File: src/rtl/carfield_apb_periph_demux_if.sv
// APB bundle seen by the peripheral demux: one upstream requester port and
// NumSlv downstream completer ports sharing a single request bus.
interface carfield_apb_periph_demux_if #(
    parameter int unsigned NumSlv = 6
);
    // Upstream request / response
    logic [31:0]              s_paddr_i;
    logic                     s_psel_i;
    logic                     s_penable_i;
    logic                     s_pwrite_i;
    logic [31:0]              s_pwdata_i;
    logic [3:0]               s_pstrb_i;
    logic [2:0]               s_pprot_i;
    logic [31:0]              s_prdata_o;
    logic                     s_pready_o;
    logic                     s_pslverr_o;

    // Downstream shared request, per-port response
    logic [NumSlv-1:0]        m_psel_o;
    logic [31:0]              m_paddr_o;
    logic                     m_penable_o;
    logic                     m_pwrite_o;
    logic [31:0]              m_pwdata_o;
    logic [3:0]               m_pstrb_o;
    logic [2:0]               m_pprot_o;
    logic [NumSlv-1:0][31:0]  m_prdata_i;
    logic [NumSlv-1:0]        m_pready_i;
    logic [NumSlv-1:0]        m_pslverr_i;

    // Demux side
    modport slave (
        input  s_paddr_i, s_psel_i, s_penable_i, s_pwrite_i, s_pwdata_i, s_pstrb_i, s_pprot_i,
        output s_prdata_o, s_pready_o, s_pslverr_o,
        output m_psel_o, m_paddr_o, m_penable_o, m_pwrite_o, m_pwdata_o, m_pstrb_o, m_pprot_o,
        input  m_prdata_i, m_pready_i, m_pslverr_i
    );

    // Environment side: upstream requester plus downstream completers
    modport master (
        output s_paddr_i, s_psel_i, s_penable_i, s_pwrite_i, s_pwdata_i, s_pstrb_i, s_pprot_i,
        input  s_prdata_o, s_pready_o, s_pslverr_o,
        input  m_psel_o, m_paddr_o, m_penable_o, m_pwrite_o, m_pwdata_o, m_pstrb_o, m_pprot_o,
        output m_prdata_i, m_pready_i, m_pslverr_i
    );
endinterface

File: src/rtl/carfield_apb_periph_demux.sv
// Registered APB 1:N demux with address decode, access timeout and error capture.
// Every upstream transfer is re-issued downstream from captured request fields.
module carfield_apb_periph_demux #(
    parameter int unsigned NumSlv                 = 6,
    parameter logic [31:0] SlvBase [NumSlv]       = '{32'h2000_1000, 32'h2000_4000,
                                                      32'h2000_5000, 32'h2000_7000,
                                                      32'h2000_8000, 32'h2001_1000},
    parameter logic [31:0] SlvSize [NumSlv]       = '{32'h0000_1000, 32'h0000_1000,
                                                      32'h0000_1000, 32'h0000_1000,
                                                      32'h0000_1000, 32'h0000_8000},
    parameter int unsigned TimeoutCycles          = 256
) (
    input  logic                              clk_i,
    input  logic                              rst_ni,
    carfield_apb_periph_demux_if.slave        bus,
    output logic                              timeout_irq_o,
    output logic [31:0]                       err_addr_o
);

    localparam int unsigned IdxW        = (NumSlv > 1) ? $clog2(NumSlv) : 1;
    localparam logic [15:0] TimeoutLast = 16'(TimeoutCycles - 1);

    localparam logic [1:0] StIdle    = 2'd0;
    localparam logic [1:0] StMSetup  = 2'd1;
    localparam logic [1:0] StMAccess = 2'd2;
    localparam logic [1:0] StResp    = 2'd3;

    logic [1:0]        r_state;
    logic [1:0]        w_state_d;
    logic [31:0]       r_addr;
    logic              r_write;
    logic [31:0]       r_wdata;
    logic [3:0]        r_strb;
    logic [2:0]        r_prot;
    logic [IdxW-1:0]   r_idx;
    logic [15:0]       r_cnt;
    logic [31:0]       r_rdata;
    logic              r_err;
    logic              r_timeout_irq;
    logic [31:0]       r_err_addr;

    logic [NumSlv-1:0] w_region_hit;
    logic              w_hit;
    logic [IdxW-1:0]   w_idx;
    logic              w_setup;
    logic              w_ready;
    logic              w_cnt_last;
    logic              w_resp;
    logic [NumSlv-1:0] w_psel;

    // Region end is formed at 33 bits so a region touching 4 GiB cannot wrap.
    for (genvar g = 0; g < NumSlv; g++) begin : g_decode
        logic [32:0] w_end;
        assign w_end           = {1'b0, SlvBase[g]} + {1'b0, SlvSize[g]};
        assign w_region_hit[g] = (SlvSize[g] != 32'h0) &&
                                 (bus.s_paddr_i >= SlvBase[g]) &&
                                 ({1'b0, bus.s_paddr_i} < w_end);
    end

    // Scan from the top so the lowest matching index is the one left standing.
    always_comb begin
        w_hit = 1'b0;
        w_idx = '0;
        for (int i = int'(NumSlv) - 1; i >= 0; i--) begin
            if (w_region_hit[i]) begin
                w_hit = 1'b1;
                w_idx = IdxW'(i);
            end
        end
    end

    assign w_setup    = (r_state == StIdle) && bus.s_psel_i && !bus.s_penable_i;
    assign w_ready    = bus.m_pready_i[r_idx];
    assign w_cnt_last = (r_cnt == TimeoutLast);

    always_comb begin
        w_state_d = r_state;
        case (r_state)
            StIdle: begin
                if (w_setup) begin
                    w_state_d = w_hit ? StMSetup : StResp;
                end
            end
            StMSetup:  w_state_d = StMAccess;
            StMAccess: begin
                if (w_ready || w_cnt_last) begin
                    w_state_d = StResp;
                end
            end
            StResp:    w_state_d = StIdle;
            default:   w_state_d = StIdle;
        endcase
    end

    always_ff @(posedge clk_i or negedge rst_ni) begin
        if (!rst_ni) begin
            r_state       <= StIdle;
            r_addr        <= '0;
            r_write       <= 1'b0;
            r_wdata       <= '0;
            r_strb        <= '0;
            r_prot        <= '0;
            r_idx         <= '0;
            r_cnt         <= '0;
            r_rdata       <= '0;
            r_err         <= 1'b0;
            r_timeout_irq <= 1'b0;
            r_err_addr    <= '0;
        end else begin
            r_state       <= w_state_d;
            r_timeout_irq <= 1'b0;
            case (r_state)
                StIdle: begin
                    if (w_setup) begin
                        r_addr  <= bus.s_paddr_i;
                        r_write <= bus.s_pwrite_i;
                        r_wdata <= bus.s_pwdata_i;
                        r_strb  <= bus.s_pstrb_i;
                        r_prot  <= bus.s_pprot_i;
                        r_idx   <= w_idx;
                        r_cnt   <= '0;
                        r_rdata <= '0;
                        r_err   <= !w_hit;
                        if (!w_hit) begin
                            r_err_addr <= bus.s_paddr_i;
                        end
                    end
                end
                StMAccess: begin
                    if (w_ready) begin
                        r_rdata <= r_write ? 32'h0 : bus.m_prdata_i[r_idx];
                        r_err   <= bus.m_pslverr_i[r_idx];
                        if (bus.m_pslverr_i[r_idx]) begin
                            r_err_addr <= r_addr;
                        end
                    end else if (w_cnt_last) begin
                        r_rdata       <= '0;
                        r_err         <= 1'b1;
                        r_timeout_irq <= 1'b1;
                        r_err_addr    <= r_addr;
                    end else begin
                        r_cnt <= r_cnt + 16'd1;
                    end
                end
                default: ;
            endcase
        end
    end

    // An upstream that has already dropped psel gets no response at all.
    assign w_resp = (r_state == StResp) && bus.s_psel_i;

    always_comb begin
        w_psel = '0;
        if ((r_state == StMSetup) || (r_state == StMAccess)) begin
            w_psel[r_idx] = 1'b1;
        end
    end

    assign bus.s_pready_o  = w_resp;
    assign bus.s_prdata_o  = w_resp ? r_rdata : 32'h0;
    assign bus.s_pslverr_o = w_resp ? r_err : 1'b0;

    assign bus.m_psel_o    = w_psel;
    assign bus.m_penable_o = (r_state == StMAccess);
    assign bus.m_paddr_o   = r_addr;
    assign bus.m_pwrite_o  = r_write;
    assign bus.m_pwdata_o  = r_wdata;
    assign bus.m_pstrb_o   = r_strb;
    assign bus.m_pprot_o   = r_prot;

    assign timeout_irq_o   = r_timeout_irq;
    assign err_addr_o      = r_err_addr;

    a_psel_onehot: assert property (@(posedge clk_i) disable iff (!rst_ni)
        $onehot0(bus.m_psel_o));
    a_pready_in_resp: assert property (@(posedge clk_i) disable iff (!rst_ni)
        bus.s_pready_o |-> (r_state == StResp));
    a_penable_needs_psel: assert property (@(posedge clk_i) disable iff (!rst_ni)
        bus.m_penable_o |-> (bus.m_psel_o != '0));

endmodule

File: src/flat_wrapper.sv
// flat-port wrapper written by rule: the top's interface ports become plain ports
module carfield_apb_periph_demux_flat 
#(
    parameter int unsigned NumSlv                 = 6,
    parameter logic [31:0] SlvBase [NumSlv]       = '{32'h2000_1000, 32'h2000_4000,
                                                      32'h2000_5000, 32'h2000_7000,
                                                      32'h2000_8000, 32'h2001_1000},
    parameter logic [31:0] SlvSize [NumSlv]       = '{32'h0000_1000, 32'h0000_1000,
                                                      32'h0000_1000, 32'h0000_1000,
                                                      32'h0000_1000, 32'h0000_8000},
    parameter int unsigned TimeoutCycles          = 256
)
  (clk_i, rst_ni, timeout_irq_o, err_addr_o, bus_s_paddr_i, bus_s_psel_i, bus_s_penable_i, bus_s_pwrite_i, bus_s_pwdata_i, bus_s_pstrb_i, bus_s_pprot_i, bus_s_prdata_o, bus_s_pready_o, bus_s_pslverr_o, bus_m_psel_o, bus_m_paddr_o, bus_m_penable_o, bus_m_pwrite_o, bus_m_pwdata_o, bus_m_pstrb_o, bus_m_pprot_o, bus_m_prdata_i, bus_m_pready_i, bus_m_pslverr_i);
  carfield_apb_periph_demux_if #(.NumSlv(NumSlv)) bus_i ();
  input  logic clk_i;
  input  logic rst_ni;
  output logic timeout_irq_o;
  output logic [31:0] err_addr_o;
  input wire logic [$bits(bus_i.s_paddr_i)-1:0] bus_s_paddr_i;
  input wire logic [$bits(bus_i.s_psel_i)-1:0] bus_s_psel_i;
  input wire logic [$bits(bus_i.s_penable_i)-1:0] bus_s_penable_i;
  input wire logic [$bits(bus_i.s_pwrite_i)-1:0] bus_s_pwrite_i;
  input wire logic [$bits(bus_i.s_pwdata_i)-1:0] bus_s_pwdata_i;
  input wire logic [$bits(bus_i.s_pstrb_i)-1:0] bus_s_pstrb_i;
  input wire logic [$bits(bus_i.s_pprot_i)-1:0] bus_s_pprot_i;
  output wire logic [$bits(bus_i.s_prdata_o)-1:0] bus_s_prdata_o;
  output wire logic [$bits(bus_i.s_pready_o)-1:0] bus_s_pready_o;
  output wire logic [$bits(bus_i.s_pslverr_o)-1:0] bus_s_pslverr_o;
  output wire logic [$bits(bus_i.m_psel_o)-1:0] bus_m_psel_o;
  output wire logic [$bits(bus_i.m_paddr_o)-1:0] bus_m_paddr_o;
  output wire logic [$bits(bus_i.m_penable_o)-1:0] bus_m_penable_o;
  output wire logic [$bits(bus_i.m_pwrite_o)-1:0] bus_m_pwrite_o;
  output wire logic [$bits(bus_i.m_pwdata_o)-1:0] bus_m_pwdata_o;
  output wire logic [$bits(bus_i.m_pstrb_o)-1:0] bus_m_pstrb_o;
  output wire logic [$bits(bus_i.m_pprot_o)-1:0] bus_m_pprot_o;
  input wire logic [$bits(bus_i.m_prdata_i)-1:0] bus_m_prdata_i;
  input wire logic [$bits(bus_i.m_pready_i)-1:0] bus_m_pready_i;
  input wire logic [$bits(bus_i.m_pslverr_i)-1:0] bus_m_pslverr_i;
  assign bus_i.s_paddr_i = bus_s_paddr_i;
  assign bus_i.s_psel_i = bus_s_psel_i;
  assign bus_i.s_penable_i = bus_s_penable_i;
  assign bus_i.s_pwrite_i = bus_s_pwrite_i;
  assign bus_i.s_pwdata_i = bus_s_pwdata_i;
  assign bus_i.s_pstrb_i = bus_s_pstrb_i;
  assign bus_i.s_pprot_i = bus_s_pprot_i;
  assign bus_s_prdata_o = bus_i.s_prdata_o;
  assign bus_s_pready_o = bus_i.s_pready_o;
  assign bus_s_pslverr_o = bus_i.s_pslverr_o;
  assign bus_m_psel_o = bus_i.m_psel_o;
  assign bus_m_paddr_o = bus_i.m_paddr_o;
  assign bus_m_penable_o = bus_i.m_penable_o;
  assign bus_m_pwrite_o = bus_i.m_pwrite_o;
  assign bus_m_pwdata_o = bus_i.m_pwdata_o;
  assign bus_m_pstrb_o = bus_i.m_pstrb_o;
  assign bus_m_pprot_o = bus_i.m_pprot_o;
  assign bus_i.m_prdata_i = bus_m_prdata_i;
  assign bus_i.m_pready_i = bus_m_pready_i;
  assign bus_i.m_pslverr_i = bus_m_pslverr_i;
  carfield_apb_periph_demux #(.NumSlv(NumSlv), .SlvBase(SlvBase), .SlvSize(SlvSize), .TimeoutCycles(TimeoutCycles)) u_core (.clk_i(clk_i), .rst_ni(rst_ni), .bus(bus_i), .timeout_irq_o(timeout_irq_o), .err_addr_o(err_addr_o));
endmodule
File: config.mk
export PLATFORM = sky130hd
export DESIGN_NAME = carfield_apb_periph_demux_flat
export DESIGN_NICKNAME = d
export VERILOG_FILES = /design/src/rtl/carfield_apb_periph_demux_if.sv /design/src/rtl/carfield_apb_periph_demux.sv /design/src/flat_wrapper.sv
export SDC_FILE = /design/constraint.sdc
export NUM_CORES = 1
export LEC_CHECK = 0
export BUFFER_PORTS_ARGS = -buffer_cell sky130_fd_sc_hd__buf_2
export CORE_AREA = 2 2 167 169
export DETAILED_ROUTE_END_ITERATION = 8
export DIE_AREA = 0 0 169 171
export GPL_ROUTABILITY_DRIVEN = 1
export SETUP_SLACK_MARGIN = 0.4
export SYNTH_ARGS = -nofsm -noshare
export SYNTH_HDL_FRONTEND = slang
export SYNTH_SLANG_ARGS = --single-unit
File: constraint.sdc
create_clock -name clk_i -period 2.3 [get_ports clk_i]
set_input_delay 0.23 -clock clk_i [delete_from_list [all_inputs] [get_ports clk_i]]
set_output_delay 0.23 -clock clk_i [all_outputs]
set_load 0.05 [all_outputs]
==> PnR_summary.wiki, run 1 <==
{| class="wikitable"
! Metric !! Value
|-
| Outcome || completed
|-
| Total count of hold-check failures in the final report || 0
|-
| Maximum clock path buffer count || 2
|-
| Internal power || 9.13 mW
|-
| Max stage delay on crit path || 0.53 ns
|-
| Number of buffers inserted during clock tree synthesis || 17
|-
| Area of all placed cells without fillers || 13200 µm²
|-
| Sum of buffers and inverters on the critical path || 1
|-
| Average via count per standard cell || 5.17
|-
| GRT Residual Overflow || 0
|-
| Upper clock frequency limit || 450 MHz
|-
| Clock network fraction of total power || 16.6%
|-
| Clock network latency to the later pin of the worst-skew pair || 0.43 ns
|-
| Worst setup path end || u_core.err_addr_o[0]$_DFFE_PN0P_
|-
| Flop-to-flop setup slack || 0.08 ns
|-
| Transition time of the tightest slew-check pin || 0.532 ns
|-
| Sw frac || 47.6%
|-
| Area of the multi-input gates || 4950 µm²
|-
| Number of inserted filler cells in the final layout || 2589
|-
| Number of remaining DRC errors || 0
|-
| Met1 demand-to-capacity share in global routing || 24.5%
|-
| Non-Filler Instances || 1600
|-
| Clock tree from TritonCTS || yes
|-
| Most frequent standard cell in the layout excluding fill and tap cells || sky130_fd_sc_hd__buf_2
|-
| Total wire length || 33.1 mm
|-
| Power dissipated by switching net loads || 8.30 mW
|-
| Overall power after layout || 17.4 mW
|-
| Detailed-route via count || 8269
|-
| Global router's overall resource usage || 21.3%
|-
| Number of distinct standard cells referenced by the synthesized netlist || 53
|-
| Floorplan die width || 169 µm
|-
| CP Cell Sequence || mux2i_4, o22a_1, nand3_2, a21oi_4, a211o_4, buf_12, mux2_2
|-
| Top cell type by total area after synthesis || sky130_fd_sc_hd__dfrtp_1
|-
| Family with the most delay on the worst path || multiplexers
|-
| Path class of the lowest-slack min-delay path || input pin to flop
|-
| Synth area leaders || sky130_fd_sc_hd__dfrtp_1 45%, sky130_fd_sc_hd__mux2_2 17%, sky130_fd_sc_hd__mux2_4 5.1%
|-
| Number of violations reported at the end of detailed-routing iteration 0 || 331
|-
| Vias in the first global route || 8245
|-
| Root Buffer Master || sky130_fd_sc_hd__clkbuf_16
|-
| Flip-flop cell with the highest count after synthesis || sky130_fd_sc_hd__dfrtp_1
|-
| Count of antenna-violating nets left after detailed routing || 0
|-
| Pwr per Cell Area || 1330 nW/µm²
|-
| Post-synthesis cell area || 8830 µm²
|-
| Mean post-synth cell area || 11.3 µm²
|-
| Post-detailed-route wirelength per cell || 20.7 µm
|-
| Share of the yosys chip area belonging to registers || 45.0%
|-
| Post-synth top area share || 45.0%
|-
| Post-synth EDFFs || 0
|-
| Share of flip-flops with an asynchronous set or reset after synthesis || 100%
|-
| Clock skew || 0.0178 ns
|-
| Growth of design area from synthesis to finish || 48.9%
|-
| Setup-violating endpoint count in the final report || 0
|-
| Crit share post-route || 96.6%
|-
| Number of nets in the final layout || 1522
|-
| FP Rows || 61
|-
| Number of logic stages on the critical path including buffering || 7
|-
| Number of levels the H-tree was split into || 4
|-
| Slew headroom || 64.6%
|-
| IO Count || 426
|-
| Share of post-route cells with drive strength above 1 || 60.8%
|-
| Total number of yosys warnings || 0
|-
| Flip-flop and latch area || 3990 µm²
|-
| Number of port buffers || 425
|-
| Capturing point of the worst reg2reg path || u_core.err_addr_o[0]$_DFFE_PN0P_
|-
| Critical R2R Launch || u_core.r_idx[0]$_DFFE_PN0P_
|-
| Slowest cell on crit path || sky130_fd_sc_hd__dfrtp_2
|-
| Startpoint kind of the worst setup timing path || flop
|-
| M2 GR Usage || 37.0%
|-
| Number of iterations in the first detailed-routing pass || 4
|-
| Initial antenna violation count || 4
|-
| Maximum resistive drop on vdd || 1.11 mV
|-
| Sequential share of power || 27.8%
|-
| Most frequent cells in the layout || 386 x sky130_fd_sc_hd__buf_2, 156 x sky130_fd_sc_hd__dfrtp_1, 136 x sky130_fd_sc_hd__mux2_2, 72 x sky130_fd_sc_hd__o21ai_0, 72 x sky130_fd_sc_hd__buf_4
|-
| Met3 routing resource usage after global routing || 5.97%
|-
| Layer with the highest usage after global routing || met2
|-
| DIE AREA || 28900 µm²
|-
| Combinational fraction of design power || 55.6%
|-
| Pin count of the biggest net entering global routing || 65
|-
| Vert. Die Dim || 171 µm
|-
| Crit path required time || 2.61 ns
|-
| First-pass GRT wire length || 46.9 mm
|-
| Startpoint-to-endpoint class of the critical path || flop to flop
|-
| RSZ-0062 raised after global routing || yes
|-
| Placeable core region || 27300 µm²
|-
| Global placer's final weighted congestion || 0.848
|-
| Starting Density || 32.3%
|-
| Cell leakage power || 6.34 nW
|-
| Max capacitance violation total || 0
|-
| Cell area after placement || 11600 µm²
|-
| Max-slew violation count || 0
|-
| Placed cell count || 1526
|-
| First element of the critical path || u_core.r_idx[0]$_DFFE_PN0P_
|-
| Max FO, Critical Path || 17
|-
| Category of the worst setup path capture point || flop
|-
| Estimated wirelength of the detail-placed design || 22.9 mm
|-
| Worst Reg-to-Reg Cells || 7
|-
| Critical Path AT || 2.53 ns
|-
| Number of standard cells after synthesis || 783
|-
| Total of flip-flops plus latches after synthesis || 159
|-
| Shortest period the worst path allows || 2.22 ns
|-
| Clock-pin slew reported for the worst setup and hold paths after clock tree synthesis || 0.07 ns
|-
| Mapped Nets || 1067
|-
| # clock sinks || 159
|}
==> layout make-up <==
class / count / area share, %
clock buffers: 17 / 3.23
clock inverters: 15 / 1.28
repair buffers: 499 / 24.0
diodes: 3 / 0.0571
well taps: 346 / 3.29
multi-input cells: 553 / 37.6
flip-flops and latches: 159 / 30.3
inverters: 8 / 0.257
==> worst register-to-register path: cells and delay by family (launching register included) <==
| kind | cells | cell delay [ns] |
|---|---|---|
| multiplexers | 2 | 0.68 |
| buffers and inverters | 1 | 0.18 |
| AO/OA/AOI/OAI | 3 | 0.61 |
| AND/OR/NAND/NOR | 1 | 0.13 |
| flip-flops | 1 | 0.53 |
==> metrics by stage <==
stage | worst slack, ns | setup TNS, ns | util, % | hold slack [ns]
finish | 0.0787 | 0 | 48.1 | 0.0289
global route | -0.000561 | -0.000561 | 48.1 | 0.0101
CTS | 0.0627 | 0 | 46.3 | 0.00991
detailed placement | -0.0529 | -1.31 | 42.4 | 0.228
global placement | -0.0391 | -1.10 | 42.4 | 0.228
floorplan | 0.296 | 0 | - | -0.0656
==> cells in the mapped netlist (all sizes together), types with 2 or more instances <==
library cell / instances
nand3: 11
or2: 4
a21boi: 2
nor2: 27
ha: 4
mux2: 166
inv: 6
or4: 3
nand2b: 3
clkinv: 2
and4: 3
xor2: 13
o22ai: 3
nand2: 47
and2: 3
a221oi: 2
and3: 42
buf: 14
o2bb2ai: 33
dfrtp: 159
o21ai: 75
a221o: 32
a21oi: 3
clkbuf: 49
nor4: 5
nor2b: 5
nor3: 6
mux2i: 36
nand4: 8
==> flip-flops by register name, summed over array words and instances (netlist names) <==
register               flops
u_core.r_err               1
u_core.r_rdata            32
u_core.r_idx               3
u_core.r_cnt              16
u_core.r_state             2
u_core.err_addr_o         32
u_core.bus.m_pstrb_o       4
u_core.bus.m_paddr_o      32
u_core.timeout_irq_o       1
u_core.bus.m_pwrite_o      1
u_core.bus.m_pwdata_o     32
u_core.bus.m_pprot_o       3
==> worst min path at each step <==
stage / cells after the start / endpoint / slack [ns] / start
2_1_floorplan: 0 / u_core.bus.m_paddr_o[0]$_DFFE_PN0P_ / -0.07 / rst_ni
3_3_place_gp: 1 / u_core.bus.m_paddr_o[20]$_DFFE_PN0P_ / 0.23 / rst_ni
3_5_place_dp: 1 / u_core.bus.m_paddr_o[20]$_DFFE_PN0P_ / 0.23 / rst_ni
4_1_cts: 2 / u_core.bus.m_pwdata_o[12]$_DFFE_PN0P_ / 0.01 / bus_s_pwdata_i[12]
5_1_grt: 2 / u_core.bus.m_pwdata_o[4]$_DFFE_PN0P_ / 0.01 / bus_s_pwdata_i[4]
6_report: 2 / u_core.bus.m_pwdata_o[12]$_DFFE_PN0P_ / 0.03 / bus_s_pwdata_i[12]
==> routing by layer <==
layer	up-vias	wire length (µm)	share of wire (%)
li1	3834	-	-
met1	4024	12900	39
met2	354	16600	50
met3	55	2570	7.8
met4	2	963	2.9
met5	-	13	0.039
==> power groups by stage <==
stage | Combinational [mW] | Clock [mW] | Sequential, mW
2_1_floorplan | 3.45 | 0 | 7.97
3_3_place_gp | 8.94 | 0 | 4.81
3_5_place_dp | 9.03 | 0 | 4.84
4_1_cts | 9.29 | 2.97 | 4.82
5_1_grt | 10.2 | 3.10 | 4.99
6_report | 9.70 | 2.89 | 4.84
==> timing repair <==
item / in CTS / in global routing
hold buffers: 1 / 0
endpoints found under the setup margin: 144 / 132
cloned: 3 / 6
pin swaps: 4 / 26
buffers inserted: 9 / 20
hold endpoints to repair: 49 / 0
gates resized for setup: 84 / 53
==> logic make-up (layout without fill, tap and decap cells) <==
group,after synthesis,after routing,synth area share (%)
and+or+nand+nor,169,169,9.90
muxes,202,202,26.5
xor gates and xnor gates,13,13,1.29
DFF,159,159,45.0
adders and majority gates,4,4,0.567
buffers and inverters,71,539,3.33
other,0,3,0
AOI/OAI and AO/OA,165,165,13.3
(Power assumes the default switching activity.)
==> run 2: changes to the inputs <==
--- a/config.mk
+++ b/config.mk
@@ -9,7 +9,7 @@
 export CORE_AREA = 2 2 167 169
 export DETAILED_ROUTE_END_ITERATION = 8
 export DIE_AREA = 0 0 169 171
-export GPL_ROUTABILITY_DRIVEN = 1
+export PLACE_DENSITY_LB_ADDON = 0.15
 export SETUP_SLACK_MARGIN = 0.4
 export SYNTH_ARGS = -nofsm -noshare
 export SYNTH_HDL_FRONTEND = slang
==> run 2 against run 1 <==
  * Register-to-register slack lost 0.06 ns
  * Wire length grew 0.18%
  * Clock skew grew 0.0019 ns
  * Die area is the same
  * Clock power is essentially flat
  * Critical path depth grew 1
  * Critical path type unchanged
  * Critical endpoint is now u_core.err_addr_o[20]$_DFFE_PN0P_
==> PnR_summary.wiki, run 2 (same netlist as run 1, synthesis figures left out) <==
{| class="wikitable"
! Metric !! Value
|-
| Crit path required time || 2.61 ns
|-
| Post-detailed-route wirelength per cell || 20.8 µm
|-
| Detailed-route via count || 8131
|-
| Max-slew violation count || 0
|-
| Flop-to-flop setup slack || 0.02 ns
|-
| Maximum resistive drop on vdd || 1.14 mV
|-
| Number of remaining DRC errors || 0
|-
| Crit path setup slack, layout || 0.0235 ns
|-
| Amount of wire on met2 after detailed routing || 17.0 mm
|-
| CP Cell Sequence || buf_6, or2_4, o22a_1, nand3_2, a21oi_4, a211o_4, clkbuf_16, mux2_4
|-
| Outcome || completed
|-
| Estimated wirelength of the detail-placed design || 22.4 mm
|-
| Number of buffers inserted during clock tree synthesis || 17
|-
| Total count of hold-check failures in the final report || 0
|-
| Category of the worst setup path capture point || flop
|-
| Total wire length || 33.2 mm
|-
| Worst hold slack across all endpoints || 0.0231 ns
|-
| Clock skew || 0.0197 ns
|-
| Slew headroom || 60.7%
|-
| Share of post-route cells with drive strength above 1 || 62.4%
|-
| RSZ-0062 raised after global routing || yes
|-
| Global placer's final weighted congestion || 0.819
|-
| Critical R2R Launch || u_core.r_idx[2]$_DFFE_PN0P_
|-
| Placed cell count || 1533
|-
| Average via count per standard cell || 5.09
|-
| Path class of the lowest-slack min-delay path || input pin to flop
|-
| Clock network latency to the later pin of the worst-skew pair || 0.43 ns
|-
| Growth of design area from synthesis to finish || 54.3%
|-
| Count of inserted antenna diode cells || 0
|-
| Vias in the first global route || 8378
|-
| Max FO, Critical Path || 6
|-
| Global router's overall resource usage || 22.1%
|-
| Clock-pin slew reported for the worst setup and hold paths after clock tree synthesis || 0.08 ns
|-
| Starting Density || 32.3%
|-
| Max stage delay on crit path || 0.50 ns
|-
| DIE AREA || 28900 µm²
|-
| Maximum clock path buffer count || 2
|-
| FP Rows || 61
|-
| Slowest cell on crit path || sky130_fd_sc_hd__dfrtp_4
|-
| Transition time of the tightest slew-check pin || 0.589 ns
|-
| Crit share post-route || 99.0%
|-
| Pin count of the biggest net entering global routing || 54
|-
| Top layer in use || met5
|-
| Root Buffer Master || sky130_fd_sc_hd__clkbuf_16
|-
| Shortest period the worst path allows || 2.28 ns
|-
| Initial antenna violation count || 4
|-
| Max capacitance violation total || 0
|-
| Start point of the worst hold path || bus_s_pprot_i[1]
|-
| GRT Residual Overflow || 0
|-
| Post-Place Setup Slack || -0.0221 ns
|-
| Family with the most delay on the worst path || compound AO/OA/AOI/OAI gates
|-
| Most frequent standard cell in the layout excluding fill and tap cells || sky130_fd_sc_hd__buf_2
|-
| Pwr per Cell Area || 1290 nW/µm²
|-
| Number of iterations in the first detailed-routing pass || 6
|-
| Setup-violating endpoint count in the final report || 0
|-
| Clock tree from TritonCTS || yes
|-
| First element of the critical path || u_core.r_idx[2]$_DFFE_PN0P_
|-
| Number of levels the H-tree was split into || 4
|-
| Most frequent cells in the layout || 384 x sky130_fd_sc_hd__buf_2, 157 x sky130_fd_sc_hd__dfrtp_1, 136 x sky130_fd_sc_hd__mux2_2, 72 x sky130_fd_sc_hd__o21ai_0, 44 x sky130_fd_sc_hd__nand2_1
|-
| Vert. Die Dim || 171 µm
|-
| First-pass GRT wire length || 48.8 mm
|-
| Worst-case hold path end point || u_core.bus.m_pprot_o[1]$_DFFE_PN0P_
|-
| Hold Path Depth || 2
|-
| Startpoint kind of the worst setup timing path || flop
|-
| Count of antenna-violating nets left after detailed routing || 0
|-
| Non-Filler Instances || 1597
|-
| Capturing point of the worst reg2reg path || u_core.err_addr_o[20]$_DFFE_PN0P_
|-
| Detail Route met3 WL || 2.44 mm
|-
| Number of nets in the final layout || 1522
|-
| Upper clock frequency limit || 439 MHz
|-
| Number of logic stages on the critical path including buffering || 8
|-
| Number of port buffers || 425
|-
| Worst Reg-to-Reg Cells || 8
|-
| Number of violations reported at the end of detailed-routing iteration 0 || 438
|-
| Placeable core region || 27300 µm²
|-
| Floorplan die width || 169 µm
|-
| IO Count || 426
|-
| Critical Path AT || 2.59 ns
|-
| Overall power after layout || 17.5 mW
|-
| Cell leakage power || 6.38 nW
|-
| Startpoint-to-endpoint class of the critical path || flop to flop
|-
| Sum of buffers and inverters on the critical path || 2
|-
| M1 WL || 13.0 mm
|-
| # clock sinks || 159
|}
-- run 2: cell count changes in the layout (fill, tap and decap cells not counted), sizes merged --
cell,before,now
buf,492,488
bufbuf,2,6
diode,3,0
inv,13,16
clkinv,8,6
clkinvlp,2,0
clkbuf,21,22
-- run 2: what timing repair did --
item                                    4_1_cts  5_1_grt
pin swaps                                     6        7
hold buffers                                  1        0
endpoints found under the hold margin        49        0
cloned                                        8        4
buffers inserted                             15        4
endpoints found under the setup margin      122      124
gates resized for setup                     125      100
-- run 2: power breakdown --
| part | total [mW] | switching, mW | internal, mW |
|---|---|---|---|
| clock | 2.87 | 1.40 | 1.47 |
| sequential | 4.83 | 0.763 | 4.07 |
| combinational | 9.83 | 6.07 | 3.77 |
| total | 17.5 | 8.23 | 9.30 |
-- run 2: how the worst max path moves through the flow --
stage                                         to  slack, ns
3_3_place_gp   u_core.err_addr_o[27]$_DFFE_PN0P_       0.02
2_1_floorplan  u_core.err_addr_o[10]$_DFFE_PN0P_       0.30
3_5_place_dp    u_core.err_addr_o[1]$_DFFE_PN0P_      -0.02
5_1_grt        u_core.err_addr_o[20]$_DFFE_PN0P_     -0.009
4_1_cts        u_core.err_addr_o[13]$_DFFE_PN0P_      0.009
6_report       u_core.err_addr_o[20]$_DFFE_PN0P_       0.02
-- run 2: final cells by class --
cell class / instances / area (µm²)
Multi-Input combinational cell: 553 / 5020
Timing Repair Buffer: 499 / 3570
Inverter: 8 / 31.3
Clock inverter: 14 / 158
Clock buffer: 18 / 429
Fill cell: 2542 / 13700
Tap cell: 346 / 433
Sequential cell: 159 / 3980
-- run 2: through the flow --
stage               utilization (%)  setup TNS (ns)  instance area (µm²)
CTS                            47.9               0                13100
detailed placement             42.6         -0.0647                11600
finish                         49.9               0                13600
global placement               42.6               0                11600
global route                   49.9         -0.0301                13600
floorplan                         -               0                 8950
-- run 2: metal layers --
layer | track usage [%] | vias to the layer above
met1 | 25.1 | 3931
li1 | - | 3826
met3 | 6.25 | 42
met5 | 0 | -
met2 | 39.9 | 328
met4 | 7.13 | 4
==> run 3: changes to the inputs <==
--- a/config.mk
+++ b/config.mk
@@ -6,10 +6,10 @@
 export NUM_CORES = 1
 export LEC_CHECK = 0
 export BUFFER_PORTS_ARGS = -buffer_cell sky130_fd_sc_hd__buf_2
-export CORE_AREA = 2 2 167 169
+export CORE_AREA = 2 2 165 167
 export DETAILED_ROUTE_END_ITERATION = 8
-export DIE_AREA = 0 0 169 171
-export PLACE_DENSITY_LB_ADDON = 0.15
+export DIE_AREA = 0 0 167 169
+export PLACE_DENSITY = 0.64
 export SETUP_SLACK_MARGIN = 0.4
 export SYNTH_ARGS = -nofsm -noshare
 export SYNTH_HDL_FRONTEND = slang
==> constraint.sdc (replaced) <==
create_clock -name clk_i -period 1.9 [get_ports clk_i]
set_input_delay 0.19 -clock clk_i [delete_from_list [all_inputs] [get_ports clk_i]]
set_output_delay 0.19 -clock clk_i [all_outputs]
set_load 0.05 [all_outputs]
==> run 3 against run 2 <==
  * The run now ends with negative setup slack left
  * Via count increased by 7.8%
  * Non-clock buffer count increased by 117
  * Worst hold slack got worse by 0.0067 ns
  * Design area increased by 14%
  * Largest cell class unchanged
==> PnR_summary.wiki, run 3 (same netlist as run 1, synthesis figures left out) <==
{| class="wikitable"
! Metric !! Value
|-
| Placeable core region || 26500 µm²
|-
| Amount of wire on met2 after detailed routing || 16.6 mm
|-
| Global placer's final weighted congestion || 0.861
|-
| Root Buffer Master || sky130_fd_sc_hd__clkbuf_16
|-
| Overall power after layout || 23.7 mW
|-
| Maximum resistive drop on vdd || 1.30 mV
|-
| Final TNS setup || -21.47 ns
|-
| Number of port buffers || 425
|-
| Max capacitance violation total || 0
|-
| FP Rows || 60
|-
| RSZ-0062 raised after global routing || yes
|-
| Clock-pin slew reported for the worst setup and hold paths after clock tree synthesis || 0.07 ns
|-
| Cell area after placement || 12400 µm²
|-
| DIE AREA || 28200 µm²
|-
| Slowest cell on crit path || sky130_fd_sc_hd__or4_4
|-
| Cell type with the highest occurrence count on the critical path || sky130_fd_sc_hd__buf_6
|-
| Crit path setup slack, layout || -0.365 ns
|-
| First-pass GRT wire length || 51.6 mm
|-
| Worst Reg-to-Reg Cells || 9
|-
| IO Count || 426
|-
| Average via count per standard cell || 5.12
|-
| Pin count of the biggest net entering global routing || 66
|-
| Max-slew violation count || 0
|-
| Global router's overall resource usage || 23.3%
|-
| Floorplan die width || 167 µm
|-
| Number of iterations in the first detailed-routing pass || 5
|-
| Hold Path Depth || 2
|-
| Max FO, Critical Path || 8
|-
| Crit path required time || 2.24 ns
|-
| Top layer in use || met4
|-
| Starting Density || 33.3%
|-
| Path class of the lowest-slack min-delay path || input pin to flop
|-
| Area of all placed cells without fillers || 15600 µm²
|-
| Outcome || finished with violations
|-
| Pwr per Cell Area || 1520 nW/µm²
|-
| Slew headroom || 70.0%
|-
| Sum of buffers and inverters on the critical path || 4
|-
| Maximum clock path buffer count || 2
|-
| Number of nets in the final layout || 1640
|-
| Clock skew || 0.0110 ns
|-
| GRT Residual Overflow || 0
|-
| Transition time of the tightest slew-check pin || 0.446 ns
|-
| Vert. Die Dim || 169 µm
|-
| Failing checks || negative setup slack
|-
| Initial antenna violation count || 1
|-
| Max stage delay on crit path || 0.60 ns
|-
| Startpoint kind of the worst setup timing path || flop
|-
| Estimated wirelength of the detail-placed design || 22.9 mm
|-
| Crit share post-route || 119%
|-
| Most frequent standard cell in the layout excluding fill and tap cells || sky130_fd_sc_hd__buf_2
|-
| Share of post-route cells with drive strength above 1 || 65.7%
|-
| Number of violations reported at the end of detailed-routing iteration 0 || 545
|-
| Family with the most delay on the worst path || simple AND/OR/NAND/NOR gates
|-
| Vias in the first global route || 9190
|-
| # clock sinks || 159
|-
| Detail Route met3 WL || 1.92 mm
|-
| CP Cell Sequence || buf_6, nand2b_1, o22ai_2, buf_6, nor2_4, or4_4, buf_12, buf_16, o2bb2ai_2
|-
| Count of antenna-violating nets left after detailed routing || 0
|-
| Most frequent cells in the layout || 383 x sky130_fd_sc_hd__buf_2, 157 x sky130_fd_sc_hd__dfrtp_1, 100 x sky130_fd_sc_hd__mux2_4, 78 x sky130_fd_sc_hd__buf_4
|-
| Number of buffers inserted during clock tree synthesis || 17
|-
| Setup-violating endpoint count in the final report || 101
|-
| Worst hold slack across all endpoints || 0.0164 ns
|-
| Clock tree from TritonCTS || yes
|-
| Critical Path AT || 2.61 ns
|-
| Cell leakage power || 7.51 nW
|-
| Number of remaining DRC errors || 0
|-
| Growth of design area from synthesis to finish || 76.3%
|-
| Post-Place Setup Slack || -0.403 ns
|-
| Category of the worst setup path capture point || flop
|-
| Number of logic stages on the critical path including buffering || 9
|-
| Total wire length || 34.4 mm
|-
| Number of levels the H-tree was split into || 4
|-
| Detailed-route via count || 8764
|-
| Clock network latency to the later pin of the worst-skew pair || 0.42 ns
|-
| Post-detailed-route wirelength per cell || 20.1 µm
|-
| M1 WL || 15.0 mm
|-
| Shortest period the worst path allows || 2.26 ns
|-
| Upper clock frequency limit || 442 MHz
|-
| Total count of hold-check failures in the final report || 0
|-
| Startpoint-to-endpoint class of the critical path || flop to flop
|}
run 3: cell types whose count changed in the layout (fill, tap and decap cells not counted), sizes merged:
cell and delta:
buf +81, dlygate4sd3 +40, bufbuf -4, clkinv -4, bufinv +3, clkinvlp +3, inv -2, a31o +1
diode +1
run 3: worst paths after layout:
check / start / slack, ns / end
min in group asynchronous: rst_ni / 0.22 / u_core.bus.m_pwdata_o[1]$_DFFE_PN0P_
setup / recovery: u_core.r_idx[2]$_DFFE_PN0P_ / -0.36 / u_core.r_rdata[7]$_DFFE_PN0P_
hold / removal: bus_s_paddr_i[1] / 0.02 / u_core.bus.m_paddr_o[1]$_DFFE_PN0P_
max in group asynchronous: rst_ni / 0.99 / u_core.bus.m_pprot_o[0]$_DFFE_PN0P_
setup reg to reg: u_core.r_idx[2]$_DFFE_PN0P_ / -0.36 / u_core.r_rdata[7]$_DFFE_PN0P_
hold reg to reg: u_core.r_rdata[28]$_DFFE_PN0P_ / 0.49 / u_core.r_rdata[28]$_DFFE_PN0P_
run 3: area by class of cell:
cell class,count,area (µm²)
Sequential cell,159,3980
Inverter,8,36.3
Fill cell,2208,10900
Tap cell,341,427
Timing Repair Buffer,616,4920
Clock inverter,14,194
Antenna cell,1,2.50
Multi-Input combinational cell,554,5580
Clock buffer,18,439
run 3: power breakdown:
group	switching (mW)	internal, mW	leakage [nW]	total [mW]
Sequential	1.03	4.93	2.00	5.96
Clock	1.52	2.16	0.306	3.68
Combinational	7.95	6.06	5.21	14.0
Total	10.5	13.2	7.51	23.7
run 3: repair_timing:
item,CTS,global route
hold buffers,41,0
endpoints found under the setup margin,199,199
pin swaps,17,20
endpoints found under the hold margin,77,0
gates resized for setup,239,43
buffers inserted,25,18
cloned,19,4
run 3: stage by stage:
| stage | std cells | util (%) |
|---|---|---|
| 2_1_floorplan | 783 | - |
| 3_3_place_gp | 1571 | 46.7 |
| 3_5_place_dp | 1571 | 46.7 |
| 4_1_cts | 1688 | 57.0 |
| 5_1_grt | 1711 | 58.8 |
| 6_report | 1711 | 58.8 |
run 3: routing by layer:
layer  vias up  GRT usage [%]
li1       4083              -
met1      4324           30.6
met2       310           38.8
met3        47           4.72
met4         0           7.20
met5         -              0
